--- src/rtl/cpu_pkg.sv ---
// rtl/cpu_pkg.sv - shared CPU constants: control bundle width, register index width, x0
package cpu_pkg;

    localparam int CTRL_W = 16;
    localparam int REG_AW = 5;

    typedef logic [REG_AW-1:0] reg_addr_t;

    localparam reg_addr_t X0 = '0;

endpackage

--- src/rtl/id_ex_stage_if.sv ---
// rtl/id_ex_stage_if.sv - decode, register-file, writeback and execute signals around the ID/EX stage
interface id_ex_stage_if
    import cpu_pkg::*;
#(
    parameter int WIDTH = 32
);

    logic              id_valid;
    logic [WIDTH-1:0]  id_pc;
    reg_addr_t         id_rs1_addr;
    reg_addr_t         id_rs2_addr;
    reg_addr_t         id_rd_addr;
    logic              id_uses_rs1;
    logic              id_uses_rs2;
    logic              id_mem_read;
    logic [WIDTH-1:0]  id_imm;
    logic [CTRL_W-1:0] id_ctrl;

    reg_addr_t         rf_rs1_addr;
    reg_addr_t         rf_rs2_addr;
    logic [WIDTH-1:0]  rf_rs1_data;
    logic [WIDTH-1:0]  rf_rs2_data;

    logic              wb_regWrite;
    reg_addr_t         wb_rd_addr;
    logic [WIDTH-1:0]  wb_write_data;

    logic              ex_stall;
    logic              flush;

    logic              ex_valid;
    logic [WIDTH-1:0]  ex_pc;
    logic [WIDTH-1:0]  ex_rs1_data;
    logic [WIDTH-1:0]  ex_rs2_data;
    reg_addr_t         ex_rd_addr;
    logic [WIDTH-1:0]  ex_imm;
    logic [CTRL_W-1:0] ex_ctrl;
    logic              ex_mem_read;

    logic              stall_id;
    logic [31:0]       perf_stall_cnt;

    modport master (
        output id_valid, id_pc, id_rs1_addr, id_rs2_addr, id_rd_addr,
               id_uses_rs1, id_uses_rs2, id_mem_read, id_imm, id_ctrl,
               rf_rs1_data, rf_rs2_data, wb_regWrite, wb_rd_addr, wb_write_data,
               ex_stall, flush,
        input  rf_rs1_addr, rf_rs2_addr, ex_valid, ex_pc, ex_rs1_data, ex_rs2_data,
               ex_rd_addr, ex_imm, ex_ctrl, ex_mem_read, stall_id, perf_stall_cnt
    );

    modport slave (
        input  id_valid, id_pc, id_rs1_addr, id_rs2_addr, id_rd_addr,
               id_uses_rs1, id_uses_rs2, id_mem_read, id_imm, id_ctrl,
               rf_rs1_data, rf_rs2_data, wb_regWrite, wb_rd_addr, wb_write_data,
               ex_stall, flush,
        output rf_rs1_addr, rf_rs2_addr, ex_valid, ex_pc, ex_rs1_data, ex_rs2_data,
               ex_rd_addr, ex_imm, ex_ctrl, ex_mem_read, stall_id, perf_stall_cnt
    );

endinterface

--- src/rtl/id_ex_stage_operand_bypass.sv ---
// rtl/id_ex_stage_operand_bypass.sv - write-through bypass of same-cycle writeback data onto one source operand
module operand_bypass
    import cpu_pkg::*;
#(
    parameter int WIDTH = 32
) (
    input  reg_addr_t        rs_addr_i,
    input  logic [WIDTH-1:0] rf_data_i,
    input  logic             wb_reg_write_i,
    input  reg_addr_t        wb_rd_addr_i,
    input  logic [WIDTH-1:0] wb_data_i,
    output logic [WIDTH-1:0] operand_o
);

    // The register file commits on the edge, so in the write cycle it still returns the old value.
    always_comb begin
        operand_o = rf_data_i;
        if (wb_reg_write_i && (wb_rd_addr_i != X0) && (wb_rd_addr_i == rs_addr_i)) begin
            operand_o = wb_data_i;
        end
    end

endmodule

--- src/rtl/id_ex_stage.sv ---
// rtl/id_ex_stage.sv - ID/EX pipeline register with operand bypass, load-use bubble and stall counter
module id_ex_stage
    import cpu_pkg::*;
#(
    parameter int WIDTH = 32
) (
    input  logic         clk,
    input  logic         rst,
    id_ex_stage_if.slave bus
);

    logic              ex_valid_q, ex_valid_d;
    logic [WIDTH-1:0]  ex_pc_q, ex_pc_d;
    logic [WIDTH-1:0]  ex_rs1_q, ex_rs1_d;
    logic [WIDTH-1:0]  ex_rs2_q, ex_rs2_d;
    reg_addr_t         ex_rd_q, ex_rd_d;
    logic [WIDTH-1:0]  ex_imm_q, ex_imm_d;
    logic [CTRL_W-1:0] ex_ctrl_q, ex_ctrl_d;
    logic              ex_mem_read_q, ex_mem_read_d;
    logic [31:0]       perf_stall_cnt_q, perf_stall_cnt_d;

    logic [WIDTH-1:0]  rs1_operand;
    logic [WIDTH-1:0]  rs2_operand;
    logic              hazard;
    logic              stall_id;

    assign bus.rf_rs1_addr = bus.id_rs1_addr;
    assign bus.rf_rs2_addr = bus.id_rs2_addr;

    operand_bypass #(.WIDTH(WIDTH)) u_bypass_rs1 (
        .rs_addr_i      (bus.id_rs1_addr),
        .rf_data_i      (bus.rf_rs1_data),
        .wb_reg_write_i (bus.wb_regWrite),
        .wb_rd_addr_i   (bus.wb_rd_addr),
        .wb_data_i      (bus.wb_write_data),
        .operand_o      (rs1_operand)
    );

    operand_bypass #(.WIDTH(WIDTH)) u_bypass_rs2 (
        .rs_addr_i      (bus.id_rs2_addr),
        .rf_data_i      (bus.rf_rs2_data),
        .wb_reg_write_i (bus.wb_regWrite),
        .wb_rd_addr_i   (bus.wb_rd_addr),
        .wb_data_i      (bus.wb_write_data),
        .operand_o      (rs2_operand)
    );

    // A load in EX cannot supply its result until WB, so a dependent instruction waits one cycle.
    assign hazard = ex_valid_q && ex_mem_read_q && (ex_rd_q != X0) && bus.id_valid &&
                    ((bus.id_uses_rs1 && (ex_rd_q == bus.id_rs1_addr)) ||
                     (bus.id_uses_rs2 && (ex_rd_q == bus.id_rs2_addr)));

    assign stall_id = bus.ex_stall || (hazard && !bus.flush);

    always_comb begin
        ex_valid_d    = ex_valid_q;
        ex_pc_d       = ex_pc_q;
        ex_rs1_d      = ex_rs1_q;
        ex_rs2_d      = ex_rs2_q;
        ex_rd_d       = ex_rd_q;
        ex_imm_d      = ex_imm_q;
        ex_ctrl_d     = ex_ctrl_q;
        ex_mem_read_d = ex_mem_read_q;

        // A stalled execute keeps flush high until it unstalls, so holding takes priority.
        if (bus.ex_stall) begin
            ex_valid_d = ex_valid_q;
        end else if (bus.flush || hazard) begin
            ex_valid_d    = 1'b0;
            ex_pc_d       = '0;
            ex_rs1_d      = '0;
            ex_rs2_d      = '0;
            ex_rd_d       = X0;
            ex_imm_d      = '0;
            ex_ctrl_d     = '0;
            ex_mem_read_d = 1'b0;
        end else begin
            ex_valid_d    = bus.id_valid;
            ex_pc_d       = bus.id_pc;
            ex_rs1_d      = rs1_operand;
            ex_rs2_d      = rs2_operand;
            ex_rd_d       = bus.id_rd_addr;
            ex_imm_d      = bus.id_imm;
            ex_ctrl_d     = bus.id_ctrl;
            ex_mem_read_d = bus.id_mem_read && bus.id_valid;
        end

        perf_stall_cnt_d = stall_id ? (perf_stall_cnt_q + 32'd1) : perf_stall_cnt_q;
    end

    always_ff @(posedge clk) begin
        if (rst) begin
            ex_valid_q       <= 1'b0;
            ex_pc_q          <= '0;
            ex_rs1_q         <= '0;
            ex_rs2_q         <= '0;
            ex_rd_q          <= X0;
            ex_imm_q         <= '0;
            ex_ctrl_q        <= '0;
            ex_mem_read_q    <= 1'b0;
            perf_stall_cnt_q <= '0;
        end else begin
            ex_valid_q       <= ex_valid_d;
            ex_pc_q          <= ex_pc_d;
            ex_rs1_q         <= ex_rs1_d;
            ex_rs2_q         <= ex_rs2_d;
            ex_rd_q          <= ex_rd_d;
            ex_imm_q         <= ex_imm_d;
            ex_ctrl_q        <= ex_ctrl_d;
            ex_mem_read_q    <= ex_mem_read_d;
            perf_stall_cnt_q <= perf_stall_cnt_d;
        end
    end

    assign bus.ex_valid       = ex_valid_q;
    assign bus.ex_pc          = ex_pc_q;
    assign bus.ex_rs1_data    = ex_rs1_q;
    assign bus.ex_rs2_data    = ex_rs2_q;
    assign bus.ex_rd_addr     = ex_rd_q;
    assign bus.ex_imm         = ex_imm_q;
    assign bus.ex_ctrl        = ex_ctrl_q;
    assign bus.ex_mem_read    = ex_mem_read_q;
    assign bus.stall_id       = stall_id;
    assign bus.perf_stall_cnt = perf_stall_cnt_q;

endmodule

--- src/flat_wrapper.sv ---
// flat-port wrapper written by rule: the top's interface ports become plain ports
module id_ex_stage_flat import cpu_pkg::*;
#(
    parameter int WIDTH = 32
)
  (clk, rst, bus_id_valid, bus_id_pc, bus_id_rs1_addr, bus_id_rs2_addr, bus_id_rd_addr, bus_id_uses_rs1, bus_id_uses_rs2, bus_id_mem_read, bus_id_imm, bus_id_ctrl, bus_rf_rs1_data, bus_rf_rs2_data, bus_wb_regWrite, bus_wb_rd_addr, bus_wb_write_data, bus_ex_stall, bus_flush, bus_rf_rs1_addr, bus_rf_rs2_addr, bus_ex_valid, bus_ex_pc, bus_ex_rs1_data, bus_ex_rs2_data, bus_ex_rd_addr, bus_ex_imm, bus_ex_ctrl, bus_ex_mem_read, bus_stall_id, bus_perf_stall_cnt);
  id_ex_stage_if #(.WIDTH(WIDTH)) bus_i ();
  input  logic clk;
  input  logic rst;
  input wire logic [$bits(bus_i.id_valid)-1:0] bus_id_valid;
  input wire logic [$bits(bus_i.id_pc)-1:0] bus_id_pc;
  input wire logic [$bits(bus_i.id_rs1_addr)-1:0] bus_id_rs1_addr;
  input wire logic [$bits(bus_i.id_rs2_addr)-1:0] bus_id_rs2_addr;
  input wire logic [$bits(bus_i.id_rd_addr)-1:0] bus_id_rd_addr;
  input wire logic [$bits(bus_i.id_uses_rs1)-1:0] bus_id_uses_rs1;
  input wire logic [$bits(bus_i.id_uses_rs2)-1:0] bus_id_uses_rs2;
  input wire logic [$bits(bus_i.id_mem_read)-1:0] bus_id_mem_read;
  input wire logic [$bits(bus_i.id_imm)-1:0] bus_id_imm;
  input wire logic [$bits(bus_i.id_ctrl)-1:0] bus_id_ctrl;
  input wire logic [$bits(bus_i.rf_rs1_data)-1:0] bus_rf_rs1_data;
  input wire logic [$bits(bus_i.rf_rs2_data)-1:0] bus_rf_rs2_data;
  input wire logic [$bits(bus_i.wb_regWrite)-1:0] bus_wb_regWrite;
  input wire logic [$bits(bus_i.wb_rd_addr)-1:0] bus_wb_rd_addr;
  input wire logic [$bits(bus_i.wb_write_data)-1:0] bus_wb_write_data;
  input wire logic [$bits(bus_i.ex_stall)-1:0] bus_ex_stall;
  input wire logic [$bits(bus_i.flush)-1:0] bus_flush;
  output wire logic [$bits(bus_i.rf_rs1_addr)-1:0] bus_rf_rs1_addr;
  output wire logic [$bits(bus_i.rf_rs2_addr)-1:0] bus_rf_rs2_addr;
  output wire logic [$bits(bus_i.ex_valid)-1:0] bus_ex_valid;
  output wire logic [$bits(bus_i.ex_pc)-1:0] bus_ex_pc;
  output wire logic [$bits(bus_i.ex_rs1_data)-1:0] bus_ex_rs1_data;
  output wire logic [$bits(bus_i.ex_rs2_data)-1:0] bus_ex_rs2_data;
  output wire logic [$bits(bus_i.ex_rd_addr)-1:0] bus_ex_rd_addr;
  output wire logic [$bits(bus_i.ex_imm)-1:0] bus_ex_imm;
  output wire logic [$bits(bus_i.ex_ctrl)-1:0] bus_ex_ctrl;
  output wire logic [$bits(bus_i.ex_mem_read)-1:0] bus_ex_mem_read;
  output wire logic [$bits(bus_i.stall_id)-1:0] bus_stall_id;
  output wire logic [$bits(bus_i.perf_stall_cnt)-1:0] bus_perf_stall_cnt;
  assign bus_i.id_valid = bus_id_valid;
  assign bus_i.id_pc = bus_id_pc;
  assign bus_i.id_rs1_addr = bus_id_rs1_addr;
  assign bus_i.id_rs2_addr = bus_id_rs2_addr;
  assign bus_i.id_rd_addr = bus_id_rd_addr;
  assign bus_i.id_uses_rs1 = bus_id_uses_rs1;
  assign bus_i.id_uses_rs2 = bus_id_uses_rs2;
  assign bus_i.id_mem_read = bus_id_mem_read;
  assign bus_i.id_imm = bus_id_imm;
  assign bus_i.id_ctrl = bus_id_ctrl;
  assign bus_i.rf_rs1_data = bus_rf_rs1_data;
  assign bus_i.rf_rs2_data = bus_rf_rs2_data;
  assign bus_i.wb_regWrite = bus_wb_regWrite;
  assign bus_i.wb_rd_addr = bus_wb_rd_addr;
  assign bus_i.wb_write_data = bus_wb_write_data;
  assign bus_i.ex_stall = bus_ex_stall;
  assign bus_i.flush = bus_flush;
  assign bus_rf_rs1_addr = bus_i.rf_rs1_addr;
  assign bus_rf_rs2_addr = bus_i.rf_rs2_addr;
  assign bus_ex_valid = bus_i.ex_valid;
  assign bus_ex_pc = bus_i.ex_pc;
  assign bus_ex_rs1_data = bus_i.ex_rs1_data;
  assign bus_ex_rs2_data = bus_i.ex_rs2_data;
  assign bus_ex_rd_addr = bus_i.ex_rd_addr;
  assign bus_ex_imm = bus_i.ex_imm;
  assign bus_ex_ctrl = bus_i.ex_ctrl;
  assign bus_ex_mem_read = bus_i.ex_mem_read;
  assign bus_stall_id = bus_i.stall_id;
  assign bus_perf_stall_cnt = bus_i.perf_stall_cnt;
  id_ex_stage #(.WIDTH(WIDTH)) u_core (.clk(clk), .rst(rst), .bus(bus_i));
endmodule
--- config.mk ---
export PLATFORM = sky130hd
export DESIGN_NAME = id_ex_stage_flat
export DESIGN_NICKNAME = d
export VERILOG_FILES = /design/src/rtl/cpu_pkg.sv /design/src/rtl/id_ex_stage_if.sv /design/src/rtl/id_ex_stage_operand_bypass.sv /design/src/rtl/id_ex_stage.sv /design/src/flat_wrapper.sv
export SDC_FILE = /design/constraint.sdc
export NUM_CORES = 1
export LEC_CHECK = 0
export ABC_AREA = 1
export BUFFER_PORTS_ARGS = -buffer_cell sky130_fd_sc_hd__buf_2
export CAP_MARGIN = 30
export CORE_AREA = 2 2 154 156
export DETAILED_ROUTE_END_ITERATION = 10
export DIE_AREA = 0 0 156 158
export HOLD_SLACK_MARGIN = 0.03
export PLACE_DENSITY = 0.64
export SLEW_MARGIN = 20
export SYNTH_ARGS = -nofsm -noshare
export SYNTH_HDL_FRONTEND = slang
export SYNTH_SLANG_ARGS = --single-unit
--- constraint.sdc ---
create_clock -name clk -period 2.9 [get_ports clk]
set_input_delay 0.29 -clock clk [delete_from_list [all_inputs] [get_ports clk]]
set_output_delay 0.29 -clock clk [all_outputs]
set_load 0.005 [all_outputs]
## Word-level counts from Yosys, hierarchy flattened

Cells that the tools add are included.

- Bits of input ports: 205
- Output and inout bits: 194
- Register bits: 183

- Muxes and demuxes: 10
- Equal/unequal tests: 4
- Reductions and logical operators: 17
- Add/subtract/negate cells: 1

Operators with widths:

| operator | count |
|---|---|
| $mux W32 | 6 |
| $add A32 B1 Y32 const B | 1 |
| $eq A5 B5 Y1 | 4 |
| $mux W16 | 1 |
| $logic_and A1 B1 Y1 | 11 |
| $reduce_bool A5 Y1 | 2 |
| $mux W5 | 1 |
| $logic_or A1 B1 Y1 | 3 |
| $mux W1 | 2 |
| $logic_not A1 Y1 | 1 |

## Depth between registers and ports, before layout

- Word-level depth: 6
- Gate-level depth with buffers: 12

## Modules after synthesis

Synthesis repeated with hierarchy kept, for this count alone.

- Cells, all modules: 1368
- Area, all modules: 9648.0 µm²

Modules (own cells, without submodules):

| module | area an instance (µm²) | times used | cells each | sequential area each (µm²) |
|---|---|---|---|---|
| id_ex_stage | 8319.2 | 1 | 1094 | 3663.5 |
| operand_bypass | 664.4 | 2 | 137 | 0.0 |

## Worst setup path before layout

OpenSTA, ideal clock, no wires.

- Kind: register -> register
- Start: register u_core.perf_stall_cnt_q[0], in the netlist u_core.bus.perf_stall_cnt[0]
- End: register u_core.perf_stall_cnt_q[20], in the netlist u_core.bus.perf_stall_cnt[20]
- Clock period less this slack: 1.625 ns
- Arrival time: 1.512 ns
- Cell stages (with the launch flop): 11
- Library setup time: 0.113 ns
- Data required time: 2.787 ns
- Slack: 1.275 ns
- Cells stage by stage: dfxtp_1 > ha_1 > nand2_1 > nor2_1 > nand2_1 > nor2_1 > nand3_1 > xor2_1 > nand2_1 > nand2_1 > nor2_1

- Longest elaborated chain between the ends: 1

RTL lines:

| element | line | source |
|---|---|---|
| start, declared | id_ex_stage.sv:20 | `logic [31:0] perf_stall_cnt_q, perf_stall_cnt_d;` |
| start signal, assigned | id_ex_stage.sv:111 | `perf_stall_cnt_q <= perf_stall_cnt_d;` |
| $add A32 B1 Y32 | id_ex_stage.sv:88 | `perf_stall_cnt_d = stall_id ? (perf_stall_cnt_q + 32'd1) : perf_stall_cnt_q;` |

Every way passes these cells.
A chain may end at the register's enable or synchronous reset.

## Final worst setup path

- Start: register u_core.ex_rd_q[1], in the netlist u_core.bus.ex_rd_addr[1]
- End: output port bus_stall_id

- Longest elaborated chain between the ends: 6
- Elaborated cells between the ends (all ways): 11
- Classes of those cells: 2 x eq/ne; 9 x reduce/logical

RTL lines:

| element | line | source |
|---|---|---|
| start, declared | id_ex_stage.sv:16 | `reg_addr_t ex_rd_q, ex_rd_d;` |
| start signal, assigned | id_ex_stage.sv:107 | `ex_rd_q <= ex_rd_d;` |
| $eq A5 B5 Y1, or another cell as far along | id_ex_stage.sv:50 | `((bus.id_uses_rs1 && (ex_rd_q == bus.id_rs1_addr)) \|\|` |
| $logic_and A1 B1 Y1, on equally long branches | id_ex_stage.sv:50, id_ex_stage.sv:49, id_ex_stage.sv:51 |  |
| $logic_or A1 B1 Y1 / $logic_and A1 B1 Y1 (equally long branches) | id_ex_stage.sv:50, id_ex_stage.sv:49 |  |
| $logic_and A1 B1 Y1 (*) | id_ex_stage.sv:49 | `assign hazard = ex_valid_q && ex_mem_read_q && (ex_rd_q != X0) && bus.id_valid &&` |
| $logic_and A1 B1 Y1 (*) | id_ex_stage.sv:53 | `assign stall_id = bus.ex_stall \|\| (hazard && !bus.flush);` |
| $logic_or A1 B1 Y1 (*) | id_ex_stage.sv:53 |  |
| end, declared | flat_wrapper.sv:37 | `output wire logic [$bits(bus_i.stall_id)-1:0] bus_stall_id;` |

Every way passes the cells marked *; elsewhere a longest branch is shown, timed or not.

==> impl_metrics.py <==
metrics = {
    "outcome": {
        "run_status": "finished clean",
    },
    "grt": {
        "grt_overflow": 0,
        "grt_use_met1_pct": 28.6,
        "grt_first_pass_wirelength_mm": 45.4,
        "grt_max_degree": 152,
        "gr-usage-met2_pct": 39.0,
        "busiest_layer": "met2",
        "grt_usage_pct": 23.4,
        "grt.met3_usage_pct": 7.31,
        "grt_pass1_vias": 8601,
        "antenna_found_initial": 15,
    },
    "route": {
        "firstDrtPassIters": 5,
        "routed_wl_mm": 30.2,
        "num_vias": 9445,
        "viasPerCell": 4.73,
        "post-route-drc-count": 0,
        "wl_per_cell_um": 15.1,
        "drt_iter0_drc": 582,
        "ant_nets": 0,
    },
    "power": {
        "power_density_nw_per_um2": 516,
        "power_w": 0.00589,
        "pwr-share-clk_pct": 40.6,
        "p_int_w": 0.00421,
        "pwr-share-seq_pct": 45.9,
        "p_leak_nw": 5.61,
        "p_sw_share_pct": 28.5,
        "p_switching_w": 0.00168,
        "ir_worst_vdd_mv": 0.315,
        "p_comb_share_pct": 13.5,
    },
    "worst_setup_path": {
        "rrSetupSlack_ns": 0.84,
        "cp.depth": 9,
        "startpoint": "u_core.bus.ex_rd_addr[1]",
        "worst_setup_path_end_kind": "primary output",
        "critPathMaxFanout": 31,
        "crit_chain": "inv_2, nand2_1, nand2_1, nor2_1, nand3_1, nand2_1, nand3_1, nand2_2, buf_2",
        "reg2regPathDepth": 12,
        "r2r-start": "u_core.bus.ex_rd_addr[1]",
        "crit_buf_inv": 2,
        "crit_type": "flop to primary output",
        "cp.required_ns": 2.61,
        "cp_slowest_cell": "dfxtp_1",
        "cp-start-kind": "flop",
        "endpoint": "bus_stall_id",
        "cpPeakStageDelay_ns": 0.42,
        "cp_top_family": "simple AND/OR/NAND/NOR gates",
        "crit_path_frequent_cell": "nand2_1",
        "r2r_end": "u_core.bus.perf_stall_cnt[21]",
        "arrival_ns": 2.14,
    },
    "run": {
        "drv_cap": 0,
    },
    "cts": {
        "numCtsBuffers": 17,
        "clock-sinks": 183,
        "post_cts_resize_count": 0,
        "cts_htree_levels": 4,
        "path_clk_slew_ns": 0.08,
        "clkLatencyLatePin_ns": 0.43,
        "cts_root_buf": "clkbuf_16",
        "cts_hold_buf": 0,
        "postCtsSetupBuffers": 0,
        "cts_tree": "yes",
        "clockBufferDepth": 2,
    },
    "synthesis": {
        "synth_seq_area_share_pct": 42.6,
        "synthesis.nets": 1539,
        "yosysUniqueCellTypes": 23,
        "yosys.area.top_type": "dfxtp_1",
        "yosys_warnings": 0,
        "yosysTopAreaCellShare_pct": 42.6,
        "synthCells": 1333,
        "yosys_register_bits": 183,
        "avgSynthCellArea_um2": 6.45,
        "ys_top_cells_by_area": "dfxtp_1, nand2_1, a21oi_1",
        "syn_area_um2": 8600,
    },
    "sta": {
        "worstMarginPinSlew_ns": 0.869,
        "slew_violations": 0,
        "maxSlewHeadroom_pct": 42.0,
        "finClkSkew_ns": 0.0135,
        "max_freq_mhz": 411,
        "hold_violations": 0,
        "fin_crit_ns": 2.43,
        "rsz0062_at_grt": "no",
        "setup_tns_ns": 0,
        "finalSetupViolCount": 0,
        "whs_ns": 0.0919,
        "finalCritPeriodShare_pct": 83.9,
    },
    "floorplan": {
        "initial_core_util_pct": 37.3,
        "io_pins": 399,
        "rows": 56,
        "dieArea_um2": 24600,
        "dieHeight_um": 158,
        "coreArea_um2": 23100,
        "dieWidth_um": 156,
    },
    "finish": {
        "syn_to_final_growth_pct": 32.7,
        "drive_gt1_share_pct": 27.1,
        "layout_common_cells": "nand2_1, buf_2, dfxtp_1, a21oi_1, nor2_1",
        "final_cells": 1996,
        "num-nets-final": 1885,
        "final_common_cell": "nand2_1",
    },
    "min_path": {
        "min_from": "bus_id_ctrl[1]",
        "hold_class": "input port to flop",
    },
    "placement": {
        "placed_cells": 1949,
        "place.gp.congestion": 0.909,
        "numPortBuffers": 398,
        "dp_hpwl_mm": 21.8,
    },
}
==> routing by layer <==
metal / part of all wire (%) / routed length, µm / up-vias
met2: 48 / 14400 / 302
li1: - / - / 4887
met1: 42 / 12800 / 4212
met4: 2.2 / 680 / 2
met3: 7.8 / 2350 / 42
met5: 0.043 / 13 / -
==> flip-flops by register name, summed over array words and instances (netlist names) <==
| signal | count |
|---|---|
| u_core.bus.perf_stall_cnt | 32 |
| u_core.bus.ex_mem_read | 1 |
| u_core.bus.ex_ctrl | 16 |
| u_core.bus.ex_rs1_data | 32 |
| u_core.bus.ex_imm | 32 |
| u_core.bus.ex_pc | 32 |
| u_core.bus.ex_valid | 1 |
| u_core.bus.ex_rs2_data | 32 |
| u_core.bus.ex_rd_addr | 5 |
==> power groups by stage <==
stage / clock network [W] / registers [W] / logic [W]
finish: 0.00239 / 0.00270 / 0.000797
detailed placement: 0 / 0.00276 / 0.000795
global route: 0.00254 / 0.00272 / 0.000895
global placement: 0 / 0.00276 / 0.000790
floorplan: 0 / 0.00276 / 0.000406
CTS: 0.00245 / 0.00270 / 0.000798
==> cell families (layout without fill, tap and decap cells) <==
kind of cell	count (synthesis)	in the layout	synth area share [%]
other	0	14	0
XOR/XNOR	28	28	2.85
flip-flops	183	183	42.6
buffers and inverters	143	502	7.39
adder cells (fa/ha/maj)	1	1	0.145
AO/OA/AOI/OAI	166	166	9.73
AND/OR/NAND/NOR	812	812	37.3
==> worst min-delay path, cell delays in order <==
cell and delay, ns:
buf_2 0.09, nand2_1 0.05, a21oi_1 0.05
==> Yosys cell counts <==
library cell / n
buf_2: 10
dfxtp_1: 183
and3_1: 1
a21oi_2: 1
nand2_1: 596
nor3_1: 7
ha_1: 1
xnor2_1: 13
nor3_2: 1
nand2_2: 1
nand4_1: 3
inv_1: 50
buf_1: 4
buf_6: 3
nor2_1: 104
xor2_1: 15
a21oi_1: 164
nand3_1: 96
inv_2: 4
clkbuf_1: 55
buf_4: 17
o21bai_1: 1
nand3b_1: 3
==> area by class of cell <==
| type | instances | area [µm²] |
|---|---|---|
| Timing Repair Buffer | 416 | 2230 |
| Fill cell | 2422 | 11600 |
| Inverter | 54 | 203 |
| Antenna cell | 14 | 35.0 |
| Clock buffer | 18 | 439 |
| Sequential cell | 183 | 3660 |
| Clock inverter | 14 | 154 |
| Tap cell | 290 | 363 |
| Multi-Input combinational cell | 1007 | 4330 |
==> stage by stage <==
step | setup WS [ns] | area [µm²] | utilization [%]
after floorplan | 1.27 | 8600 | -
after global placement | 0.887 | 10800 | 46.7
after detailed placement | 0.854 | 10800 | 46.7
after CTS | 0.456 | 11400 | 49.2
after global routing | 0.261 | 11400 | 49.5
final | 0.466 | 11400 | 49.5
==> how the worst min path moves through the flow <==
stage / to / slack, ns / depth (start not counted)
finish: u_core.bus.ex_ctrl[1] / 0.09 / 3
global placement: u_core.bus.ex_ctrl[8] / 0.45 / 2
detailed placement: u_core.bus.ex_ctrl[8] / 0.45 / 2
CTS: u_core.bus.ex_imm[25] / 0.07 / 3
floorplan: u_core.bus.ex_ctrl[0] / 0.43 / 2
global route: u_core.bus.ex_ctrl[1] / 0.08 / 3
Note: power is estimated with default switching activity, not from simulation.
